===== src/rtl/sipo_deser.sv =====
// Serial-in/parallel-out deserializer: shifts an n-bit LSB-first frame in after a
// start pulse and presents completed words through a valid/ready holding register.
module sipo_deser #(
    parameter int n = 4
) (
    input  logic         clk,
    input  logic         rst,
    input  logic         start,
    input  logic         serial_in,
    input  logic         clr_ovf,
    input  logic         out_ready,
    output logic [n-1:0] parallel_out,
    output logic         out_valid,
    output logic         busy,
    output logic         overflow
);

    localparam int CW = $clog2(n + 1);
    localparam logic [CW-1:0] LAST = CW'(n - 1);

    typedef enum logic {IDLE, RECV} state_e;

    state_e          state_q, state_d;
    logic [CW-1:0]   cnt_q, cnt_d;
    logic [n-1:0]    sr_q, sr_d;
    logic [n-1:0]    pout_q, pout_d;
    logic            valid_q, valid_d;
    logic            ovf_q, ovf_d;
    logic [n-1:0]    word;
    logic            done;

    assign word = {serial_in, sr_q[n-1:1]};

    always_comb begin
        // NOTE: every signal gets a default before any branch so no path leaves it unassigned (no latch).
        state_d = state_q;
        cnt_d   = cnt_q;
        sr_d    = sr_q;
        pout_d  = pout_q;
        valid_d = valid_q;
        ovf_d   = ovf_q & ~clr_ovf;
        done    = 1'b0;

        unique case (state_q)
            IDLE: begin
                if (start) begin
                    state_d = RECV;
                    cnt_d   = '0;
                end
            end
            RECV: begin
                if (start) begin
                    cnt_d = '0;
                end else begin
                    sr_d  = word;
                    cnt_d = cnt_q + 1'b1;
                    if (cnt_q == LAST) begin
                        done    = 1'b1;
                        state_d = IDLE;
                        cnt_d   = '0;
                    end
                end
            end
            default: state_d = IDLE;
        endcase

        if (valid_q && out_ready) valid_d = 1'b0;

        // A completed word either lands in the holding register or is dropped; set beats clear.
        if (done) begin
            if (!valid_q || out_ready) begin
                pout_d  = word;
                valid_d = 1'b1;
            end else begin
                ovf_d = 1'b1;
            end
        end
    end

    // NOTE: sequential state uses non-blocking assignments so all flops update together at the edge.
    always_ff @(posedge clk) begin
        if (rst) begin
            state_q <= IDLE;
            cnt_q   <= '0;
            sr_q    <= '0;
            pout_q  <= '0;
            valid_q <= 1'b0;
            ovf_q   <= 1'b0;
        end else begin
            state_q <= state_d;
            cnt_q   <= cnt_d;
            sr_q    <= sr_d;
            pout_q  <= pout_d;
            valid_q <= valid_d;
            ovf_q   <= ovf_d;
        end
    end

    assign parallel_out = pout_q;
    assign out_valid    = valid_q;
    assign overflow     = ovf_q;
    assign busy         = (state_q == RECV);

endmodule

===== config.mk =====
export PLATFORM = sky130hd
export DESIGN_NAME = sipo_deser
export DESIGN_NICKNAME = d
export VERILOG_FILES = /design/src/rtl/sipo_deser.sv
export SDC_FILE = /design/constraint.sdc
export NUM_CORES = 1
export LEC_CHECK = 0
export ABC_AREA = 0
export BUFFER_PORTS_ARGS = -buffer_cell sky130_fd_sc_hd__buf_2
export CORE_AREA = 2 2 39 41
export CTS_BUF_LIST = sky130_fd_sc_hd__clkbuf_4 sky130_fd_sc_hd__clkbuf_8
export DETAILED_ROUTE_END_ITERATION = 10
export DIE_AREA = 0 0 41 43
export MAX_ROUTING_LAYER = met4
export PLACE_DENSITY = 0.76
export SETUP_SLACK_MARGIN = 0.05
export SLEW_MARGIN = 15
export SYNTH_ARGS = -nofsm -noshare
export SYNTH_HDL_FRONTEND = slang
export SYNTH_SLANG_ARGS = --single-unit

===== constraint.sdc =====
create_clock -name clk -period 1.2 [get_ports clk]
set_input_delay 0 -clock clk [delete_from_list [all_inputs] [get_ports clk]]
set_output_delay 0 -clock clk [all_outputs]
set_load 0.01 [all_outputs]

* Word-level counts from Yosys, hierarchy flattened
Index checks and enable logic that the tools add are counted.
** Storage, ports and cells
- Output and inout bits :: 7
- Logic and storage cells :: 34
- Input port bits :: 6
- Register bits :: 14
** Operators by class
- Equal/unequal tests :: 2
- Bitwise gates (word level) :: 4
- $add $sub $neg :: 1
- Reductions and logical operators :: 5
- Multiplexer cells :: 16
** Operators by type and width (count)
- $mux W1 :: 11
- $mux W3 :: 3
- $pmux W3 S2 :: 1
- $reduce_and A2 Y1 :: 2
- $add A3 B1 Y3 const B :: 1
- $eq A3 B2 Y1 const B :: 1
- $not A1 Y1 :: 3
- $ne A2 B2 Y1 const B :: 1
- $pmux W1 S2 :: 1
- $and A1 B1 Y1 :: 1
- $logic_and A1 B1 Y1 :: 1
- $logic_not A1 Y1 :: 1
- $logic_or A1 B1 Y1 :: 1

* Logic depth before layout (Yosys ltp)
Gate-level depths: netlist (run 1).
- Depth in word-level cells :: 5
- Mapped depth :: 5
- Gate-level depth less buffers :: 4

* Worst setup path before layout (run 1)
OpenSTA, ideal clock, no wires.
- Path type :: reg-to-reg
- Start point :: reg cnt_q[0]
- End point :: reg pout_q[0], in the netlist parallel_out[0]
- Library setup time :: 0.072 ns
- Required time :: 1.128 ns
- Cell stages (with the launch flop) :: 6
- Path buffers :: 1
- Arrival :: 1.062 ns
- Clock period less this slack :: 1.133 ns
- Path slack :: 0.067 ns
- Cells stage by stage :: dfxtp_1 -> ha_1 -> nand4bb_2 -> nor2b_1 -> buf_4 -> mux2i_1
** Between the ends
- Longest elaborated chain between the ends :: 5
** RTL lines
- from (decl) :: RTL line 24 : logic [CW-1:0] cnt_q, cnt_d;
- from (signal assigned) :: RTL line 91 : cnt_q <= cnt_d;
- $eq A3 B2 Y1 :: RTL line 57 : if (cnt_q == LAST) begin
- $mux W1 :: RTL line 57
- $mux W1 :: RTL line 52 : if (start) begin
- $mux W1 :: RTL line 44 : unique case (state_q)
- $reduce_and A2 Y1 (no source line)
- to (signal assigned) :: RTL line 93 : pout_q <= pout_d;
- to (decl) :: RTL line 26 : logic [n-1:0] pout_q, pout_d;
Every way passes these cells.
A chain may end at the register's enable or synchronous reset.

* Worst setup path in the final report (run 1)
Same ends and word-level chain as after synthesis.

==> results of run 1 <==
[final cells by class]
type	count	area share (%)
clock buffer	4	4.12
inverter	1	0.515
multi-input combinational	37	40.1
sequential	13	36.4
tap	16	2.74
timing repair buffer	19	16.1
[tightest hold or removal path, delay by kind of cell]
family,cells,cell delay [ns]
buffers and inverters,1,0.07
AOI/OAI and AO/OA,1,0.06
and+or+nand+nor,1,0.12
[timing repair]
| action | CTS | global route |
|---|---|---|
| cloned | 0 | 0 |
| hold buffers | 2 | 0 |
| resized for setup | 5 | 2 |
| hold endpoints to repair | 3 | 0 |
| buffers inserted | 2 | 0 |
| setup endpoints to repair | 4 | 5 |
| pin swaps | 1 | 2 |
[per-stage QoR]
| stage | hold WS, ns | utilization [%] | std cells | area (sq um) |
|---|---|---|---|---|
| detailed placement | 0.232 | 45.4 | 82 | 628 |
| CTS | 0.0149 | 52.0 | 90 | 719 |
| floorplan | 0.0793 | - | 53 | 537 |
| finish | 0.0191 | 52.7 | 90 | 729 |
| global placement | 0.230 | 45.4 | 82 | 628 |
| global route | 0.00904 | 52.7 | 90 | 729 |
[synthesized netlist by cell type, drive strengths merged (2+ instances only)]
cell type | number | area (sq um)
nand2b | 11 | 68.8
mux2i | 8 | 80.1
dfxtp | 13 | 260
nor2 | 5 | 18.8
nor2b | 2 | 12.5
a21oi | 3 | 15.0
[sequential cells by signal, summed over array words and instances, names as in the netlist]
name	count
cnt_q	3
out_valid	1
busy	1
parallel_out	4
sr_q	3
overflow	1
[worst paths after layout]
path	slack [ns]	startpoint	depth (start not counted)	to
setup / recovery	0.03	cnt_q[0]$_SDFFE_PP0P_	5	parallel_out[0]$_SDFFE_PP0P_
hold / removal	0.02	clr_ovf	3	overflow$_SDFF_PP0_
setup reg to reg	0.03	cnt_q[0]$_SDFFE_PP0P_	5	parallel_out[0]$_SDFFE_PP0P_
hold reg to reg	0.47	cnt_q[2]$_SDFFE_PP0P_	2	cnt_q[2]$_SDFFE_PP0P_
[report_power, final]
group	switching [mW]	internal, mW	leakage, nW	total [mW]
Combinational	0.0250	0.0322	0.167	0.0572
Sequential	0.00629	0.436	0.106	0.442
Clock	0.145	0.152	0.0184	0.297
[logic make-up after synthesis]
group           count (synthesis)
buf+inv                         3
mux                             8
flops                          13
fa+ha+maj                       1
compound gates                  5
simple gates                   23
[layer usage]
| metal | part of all wire (%) | up-vias |
|---|---|---|
| met5 | 0 | - |
| met4 | 1.4 | 0 |
| met3 | 4.6 | 2 |
| met2 | 49 | 10 |
| met1 | 44 | 189 |
| li1 | - | 220 |
==> impl_metrics.ini, run 1 <==
[drt]
avgRoutedWirePerCell_microns = 10.8
avgViaCountPerCell = 4.68
drcViolationCount = 0
routed_wl_microns = 976
vias = 421
dr.pass1.iters = 4
first_iter_violations = 5
ant_nets = 0

[floorplan]
fp.dieH_microns = 43
ios = 13
die-area_sq_um = 1760
start_util_pct = 38.8
core_area_sq_um = 1380
rows = 14
die_w_microns = 41

[hold_path]
hold_class = in -> reg

[logic_synthesis]
synth_area_sq_um = 537
synthSimpleGateAreaFrac_pct = 26.1
synth_xor_area_share_pct = 0
ys.flop_type = dfxtp_1
async_flop_share_pct = 0
ys_warn_count = 0
syn_nets = 60
synth-seq-cells = 13
ys_types = 17
synth_cells = 53
avgSynthCellArea_sq_um = 10.1
seq_area_frac_synth_pct = 48.5
synth_fa_ha_area_share_pct = 2.33
synth.area.mux_share_pct = 14.9
synth_top_family_by_area = simple AND/OR/NAND/NOR gates
synth-compound-area-share_pct = 5.36
synth_edf_count = 0

[clock_network]
cts_tree = yes
root_buffer = clkbuf_4
cts.clk_slew.worst_paths_ns = 0.08
clkSinkCount = 13
clk_latency_ns = 0.27
cts_inserted_buffers = 3
cts_buffer_depth = 2
cts_max_level = 1

[critical_path]
end_kind = flip-flop
required_ns = 1.41
crit_family = flip-flops
cp-start-kind = flip-flop
crit_slowest_cell = dfxtp_4
arrival_ns = 1.38
critPathKind = reg -> reg
cp_max_fo = 4
critPathBufInv = 1
critPathMaxStageDelay_ns = 0.37
path_cells = ha_4, nand4bb_4, nor2b_1, buf_4, mux2i_1

[power]
p_leak_nw = 0.292
total_power_uw = 796
peakVddDrop_mv = 0.481
powerDensity_nw_per_um2 = 1090

[cells_and_area]
final_cell_mix = 12 x buf_2, 11 x dfxtp_1, 10 x nand2b_1
num_antenna_cells = 0
register_area_sq_um = 265
fillerInstances = 124
area_growth_pct = 35.9
final_layout_size_suffix_gt1_share_pct = 35.1
final_common_cell = buf_2
nNetsFinal = 82
multiInputGateArea_sq_um = 293

[timing]
rsz0062_at_grt = true
slew_headroom_pct = 84.6
period_needed_ns = 1.17
final-setup-viol-count = 0
fmax_mhz = 854
clock_skew_ns = 0.000676
tns_ns = 0
min_period_over_period_pct = 97.6
setup_slack_ns = 0.0293
worst_pin_slew_ns = 0.231
slew_viol_final = 0
final_hold_viol_count = 0

[outcome]
status = complete, no violations

[grt]
grt_pass1_wl_microns = 1590
grt_antenna_before_repair = 0
use_met3_pct = 4.71
grt_use_met1_pct = 16.2
grt_pass1_vias = 368
grt_max_degree = 17
use_met2_pct = 20.3
grt_usage_pct = 14.6
gr-max-usage-layer = met2
grt_overflow_total = 0

[placement]
globalplace.congestion = 0.721
io_buffers = 12
dp_slack_ns = 0.0124
dp_hpwl_microns = 630

[job]
maxCapViolCount = 0
No activity file was read; power rests on OpenSTA's default activity.
==> run 2, diff against run 1 <==
Settings changed: ABC_AREA 0 to 1, GPL_ROUTABILITY_DRIVEN set to 0, PLACE_DENSITY 0.76 to 0.8.
==> run 2 against run 1 <==
Critical path depth increased by 1; count of clock-buffer cells in the layout did not move; combinational power increased by 11%; worst hold slack better by 0.011 ns; clock power down 2%; register-to-register slack improved by 0.10 ns; synthesized area rose by 8.9%; routed wire length grew 5.2%; global-route usage is 1.2 points lower; largest power group unchanged; highest routed layer unchanged.
==> impl_metrics.ini, run 2 <==
[logic_synthesis]
synth-seq-cells = 13
synth_largest_area_cell = dfxtp_1
synthSimpleGateAreaFrac_pct = 29.1
synth-compound-area-share_pct = 11.3
async_flop_share_pct = 0
synth_fa_ha_area_share_pct = 2.14
synth_area_leaders = dfxtp_1 45%, inv_1 12%, nand2_1 9.0%
synth_common_cells = 18 x inv_1, 14 x nand2_1, 13 x dfxtp_1
synth_top_family_by_area = simple AND/OR/NAND/NOR gates
synth_cells = 78
seq_area_frac_synth_pct = 44.5
ys_warn_count = 0
avgSynthCellArea_sq_um = 7.49
synth_xor_area_share_pct = 0
ys.flop_type = dfxtp_1
ys_types = 16
yosysTopAreaCellShare_pct = 44.5
synth.area.mux_share_pct = 0
synth.most_common_cell = inv_1
synth_edf_count = 0
synth_area_sq_um = 584
syn_nets = 85

[critical_path]
required_ns = 1.38
cp-start-kind = flip-flop
end_kind = flip-flop
critPathKind = reg -> reg
arrival_ns = 1.25
cp_max_fo = 6

[timing]
period_needed_ns = 1.07
worst_pin_slew_ns = 0.245
clock_skew_ns = 0.00549
tns_ns = 0
fmax_mhz = 936
slew_headroom_pct = 83.6
slew_viol_final = 0
final-setup-viol-count = 0
min_period_over_period_pct = 89.0
rsz0062_at_grt = false
final_hold_viol_count = 0

[placement]
dp_hpwl_microns = 770
io_buffers = 12
dp_cells = 106

[cells_and_area]
final_util_pct = 53.7
largest_reg_flops = 4
area_growth_pct = 27.2
final_common_cell = inv_1
instances_no_fill = 113
final_cell_mix = 18 x inv_1, 13 x nand2_1, 12 x dfxtp_1, 12 x buf_2, 6 x a21oi_1
final_layout_size_suffix_gt1_share_pct = 33.0
num_antenna_cells = 0
nNetsFinal = 105
fillerInstances = 134

[outcome]
status = complete, no violations

[power]
p_leak_nw = 0.350
powerDensity_nw_per_um2 = 1090
peakVddDrop_mv = 0.757

[clock_network]
cts_buffer_depth = 2
clkSinkCount = 13
clk_latency_ns = 0.28
cts.clk_slew.worst_paths_ns = 0.08
cts_max_level = 1
cts_tree = yes
root_buffer = clkbuf_4
cts_inserted_buffers = 3

[floorplan]
fp.dieH_microns = 43
start_util_pct = 42.2
ios = 13
die_w_microns = 41
rows = 14
die-area_sq_um = 1760
core_area_sq_um = 1380

[grt]
grt_pass1_wl_microns = 1580
grt_usage_pct = 13.5
grt_pass1_vias = 418
grt_antenna_before_repair = 0
grt_overflow_total = 0
grt_max_degree = 10

[job]
maxCapViolCount = 0

[hold_path]
hold_class = in -> reg

[drt]
routed_wl_microns = 1030
ant_nets = 0
avgRoutedWirePerCell_microns = 9.09
dr.pass1.iters = 2
avgViaCountPerCell = 4.43
drcViolationCount = 0
first_iter_violations = 5
vias = 501
==> run 2: cell types whose count changed in the layout (fill, tap and decap cells not counted), sizes merged, moves of 5 or more <==
cell    delta
nand3      +6
inv       +19
mux2i      -8
nand2b    -11
nor2       +5
nand2     +15
==> run 2: repair_timing <==
| item | 4_1_cts | 5_1_grt |
|---|---|---|
| setup endpoints to repair | 3 | 4 |
| endpoints found under the hold margin | 4 | 0 |
| resized for setup | 2 | 3 |
| hold buffers | 2 | 0 |
| setup buffers | 0 | 1 |
| pin swaps | 1 | 1 |
| gates cloned | 0 | 0 |
==> run 2: cell type report <==
type                    instances  area, sq um  share of cell area [%]
clock buffers                   4         30.0                    4.04
inverters                      20         75.1                    10.1
multi-input cells              45          269                    36.2
flip-flops and latches         13          262                    35.2
well taps                      16         20.0                    2.69
repair buffers                 15         87.6                    11.8
==> run 2: through the flow <==
step	setup WS (ns)	cell area, sq um	total power [mW]	hold WS (ns)
global route	0.0635	743	0.834	0.0497
floorplan	0.182	584	0.497	0.0624
CTS	0.0581	718	0.811	0.0284
finish	0.132	743	0.807	0.0298
detailed placement	0.0581	664	0.518	0.223
global placement	0.129	664	0.517	0.225
==> run 2: power by group <==
group / total, mW / internal, mW / leakage (nW) / switching, mW
sequential: 0.453 / 0.443 / 0.106 / 0.00987
clock: 0.290 / 0.152 / 0.0184 / 0.138
combinational: 0.0635 / 0.0264 / 0.226 / 0.0370
total: 0.807 / 0.621 / 0.350 / 0.185
==> run 2: worst paths after layout <==
path	cells after the start	start	endpoint	slack [ns]
worst max-delay path	6	cnt_q[0]$_SDFFE_PP0P_	parallel_out[1]$_SDFFE_PP0P_	0.13
worst max register to register	6	cnt_q[0]$_SDFFE_PP0P_	parallel_out[1]$_SDFFE_PP0P_	0.13
worst min-delay path	3	serial_in	sr_q[3]$_SDFFE_PP0P_	0.03
worst min register to register	2	sr_q[1]$_SDFFE_PP0P_	sr_q[1]$_SDFFE_PP0P_	0.46
==> run 2: per-layer routing <==
metal / wire, microns / part of all wire [%] / global-route usage (%)
met1: 495 / 48 / 19.0
met2: 452 / 44 / 16.9
met3: 57 / 5.6 / 3.14
met4: 23 / 2.2 / 8.00
met5: 0 / 0 / -
==> run 2: kinds of logic (layout without fill, tap and decap cells) <==
logic type,after synthesis,after routing
AND/OR/NAND/NOR,32,32
AO/OA/AOI/OAI,12,12
flip-flops,13,13
adder cells (fa/ha/maj),1,1
buffers and inverters,20,39
==> run 2: critical path: stages (launching register included) <==
cell and delay [ns]:
dfxtp_2 0.37, ha_4 0.16, nand2_2 0.08, nor2_4 0.15, nand3_1 0.09, nand2_1 0.09, nor2_2 0.03
==> run 3, diff against run 2 <==
Settings changed: ABC_AREA 1 to unset, CTS_BUF_LIST sky130_fd_sc_hd__clkbuf_4 sky130_fd_sc_hd__clkbuf_8 to unset, PLACE_DENSITY 0.8 to 0.76, SKIP_LAST_GASP set to 1.
==> run 3 against run 2 <==
Core utilization decreased by 1.3 points; routed wire length decreased by 5.8%; die area unchanged; non-clock buffer count increased by 4; count of clock-buffer cells in the layout unchanged; global-route usage increased by 1.2 points; critical path depth decreased by 1; clock skew decreased by 0.0032 ns; register-to-register slack got worse by 0.11 ns; sequential share of layout area increased by 1.4 points; clock power decreased by 5%.
==> impl_metrics.ini, run 3 (synthesis gave the netlist of run 1 again) <==
[clock_network]
root_buffer = clkbuf_4
cts_tree = yes
cts_inserted_buffers = 3
cts_buffer_depth = 2
clk_latency_ns = 0.28
cts_max_level = 1
cts.clk_slew.worst_paths_ns = 0.08
clkSinkCount = 13

[cells_and_area]
num_antenna_cells = 0
multiInputGateArea_sq_um = 293
nNetsFinal = 82
area_growth_pct = 35.2
largest_reg_flops = 4
final_common_cell = buf_2
final_layout_size_suffix_gt1_share_pct = 33.8
final_cell_mix = 12 x buf_2, 11 x dfxtp_1, 10 x nand2b_1
register_area_sq_um = 265
fillerInstances = 126

[outcome]
status = complete, no violations

[critical_path]
arrival_ns = 1.38
critPathKind = reg -> reg
cp_max_fo = 4
crit_family = flip-flops
cp-start-kind = flip-flop
critPathBufInv = 1
worst-r2r-setup-slack_ns = 0.03
end_kind = flip-flop
path_cells = ha_4, nand4bb_4, nor2b_1, buf_4, mux2i_1
critPathMaxStageDelay_ns = 0.37
required_ns = 1.41
crit_slowest_cell = dfxtp_4

[timing]
final-setup-viol-count = 0
fmax_mhz = 851
period_needed_ns = 1.17
min_period_over_period_pct = 97.9
rsz0062_at_grt = true
slew_headroom_pct = 84.9
tns_ns = 0
setup_slack_ns = 0.0255
clock_skew_ns = 0.00232
worst_pin_slew_ns = 0.226
final_hold_viol_count = 0
slew_viol_final = 0

[job]
maxCapViolCount = 0

[hold_path]
hold_class = in -> reg

[power]
powerDensity_nw_per_um2 = 1070
total_power_uw = 774
peakVddDrop_mv = 0.476
p_leak_nw = 0.288

[drt]
ant_nets = 0
avgViaCountPerCell = 4.64
dr.pass1.iters = 3
drcViolationCount = 0
routed_wl_microns = 967
avgRoutedWirePerCell_microns = 10.7
vias = 418
first_iter_violations = 3

[grt]
grt_max_degree = 17
grt_pass1_wl_microns = 1590
grt_pass1_vias = 368
grt_overflow_total = 0
grt_usage_pct = 14.6
grt_antenna_before_repair = 0

[floorplan]
start_util_pct = 38.8
fp.dieH_microns = 43
die_w_microns = 41
die-area_sq_um = 1760
ios = 13
core_area_sq_um = 1380
rows = 14

[placement]
dp_slack_ns = 0.0124
io_buffers = 12
dp_hpwl_microns = 630
[run 3: metrics by stage]
step	area (sq um)	util, %	hold WS [ns]	instances
floorplan	537	-	0.0793	53
global placement	628	45.4	0.230	82
detailed placement	628	45.4	0.232	82
CTS	716	51.7	0.0150	90
global route	726	52.4	0.00941	90
finish	726	52.4	0.0167	90
[run 3: worst paths after layout]
check                   startpoint                      endpoint  cells past startpoint
min                        clr_ovf           overflow$_SDFF_PP0_                      3
max          cnt_q[0]$_SDFFE_PP0P_  parallel_out[0]$_SDFFE_PP0P_                      5
max reg2reg  cnt_q[0]$_SDFFE_PP0P_  parallel_out[0]$_SDFFE_PP0P_                      5
min reg2reg  cnt_q[2]$_SDFFE_PP0P_         cnt_q[2]$_SDFFE_PP0P_                      2
[run 3: layout make-up]
cell class,instances,share of cell area (%)
Clock buffer,4,3.62
Timing Repair Buffer,19,16.2
Tap cell,16,2.76
Multi-Input combinational cell,37,40.3
Sequential cell,13,36.6
Inverter,1,0.517
[run 3: what timing repair did]
| item | in CTS | in global routing |
|---|---|---|
| setup endpoints to repair | 4 | 5 |
| buffers inserted | 2 | 0 |
| hold buffers | 2 | 0 |
| pin swaps | 1 | 2 |
| resized for setup | 5 | 2 |
| endpoints found under the hold margin | 3 | 0 |
[run 3: worst register-to-register path: stages (launching register included)]
cell and delay [ns]:
dfxtp_4 0.37, ha_4 0.15, nand4bb_4 0.11, nor2b_1 0.14, buf_4 0.16, mux2i_1 0.18
[run 3: power by group]
| part | total, mW | internal, mW | switching, mW |
|---|---|---|---|
| clock network | 0.275 | 0.129 | 0.146 |
| logic | 0.0569 | 0.0322 | 0.0246 |
| registers | 0.442 | 0.436 | 0.00623 |
[run 3: layer usage]
layer  global-route usage [%]  wire [microns]
met1                     16.2             427
met2                     20.3             480
met3                     4.71              45
met4                     12.0              14
met5                        -               0
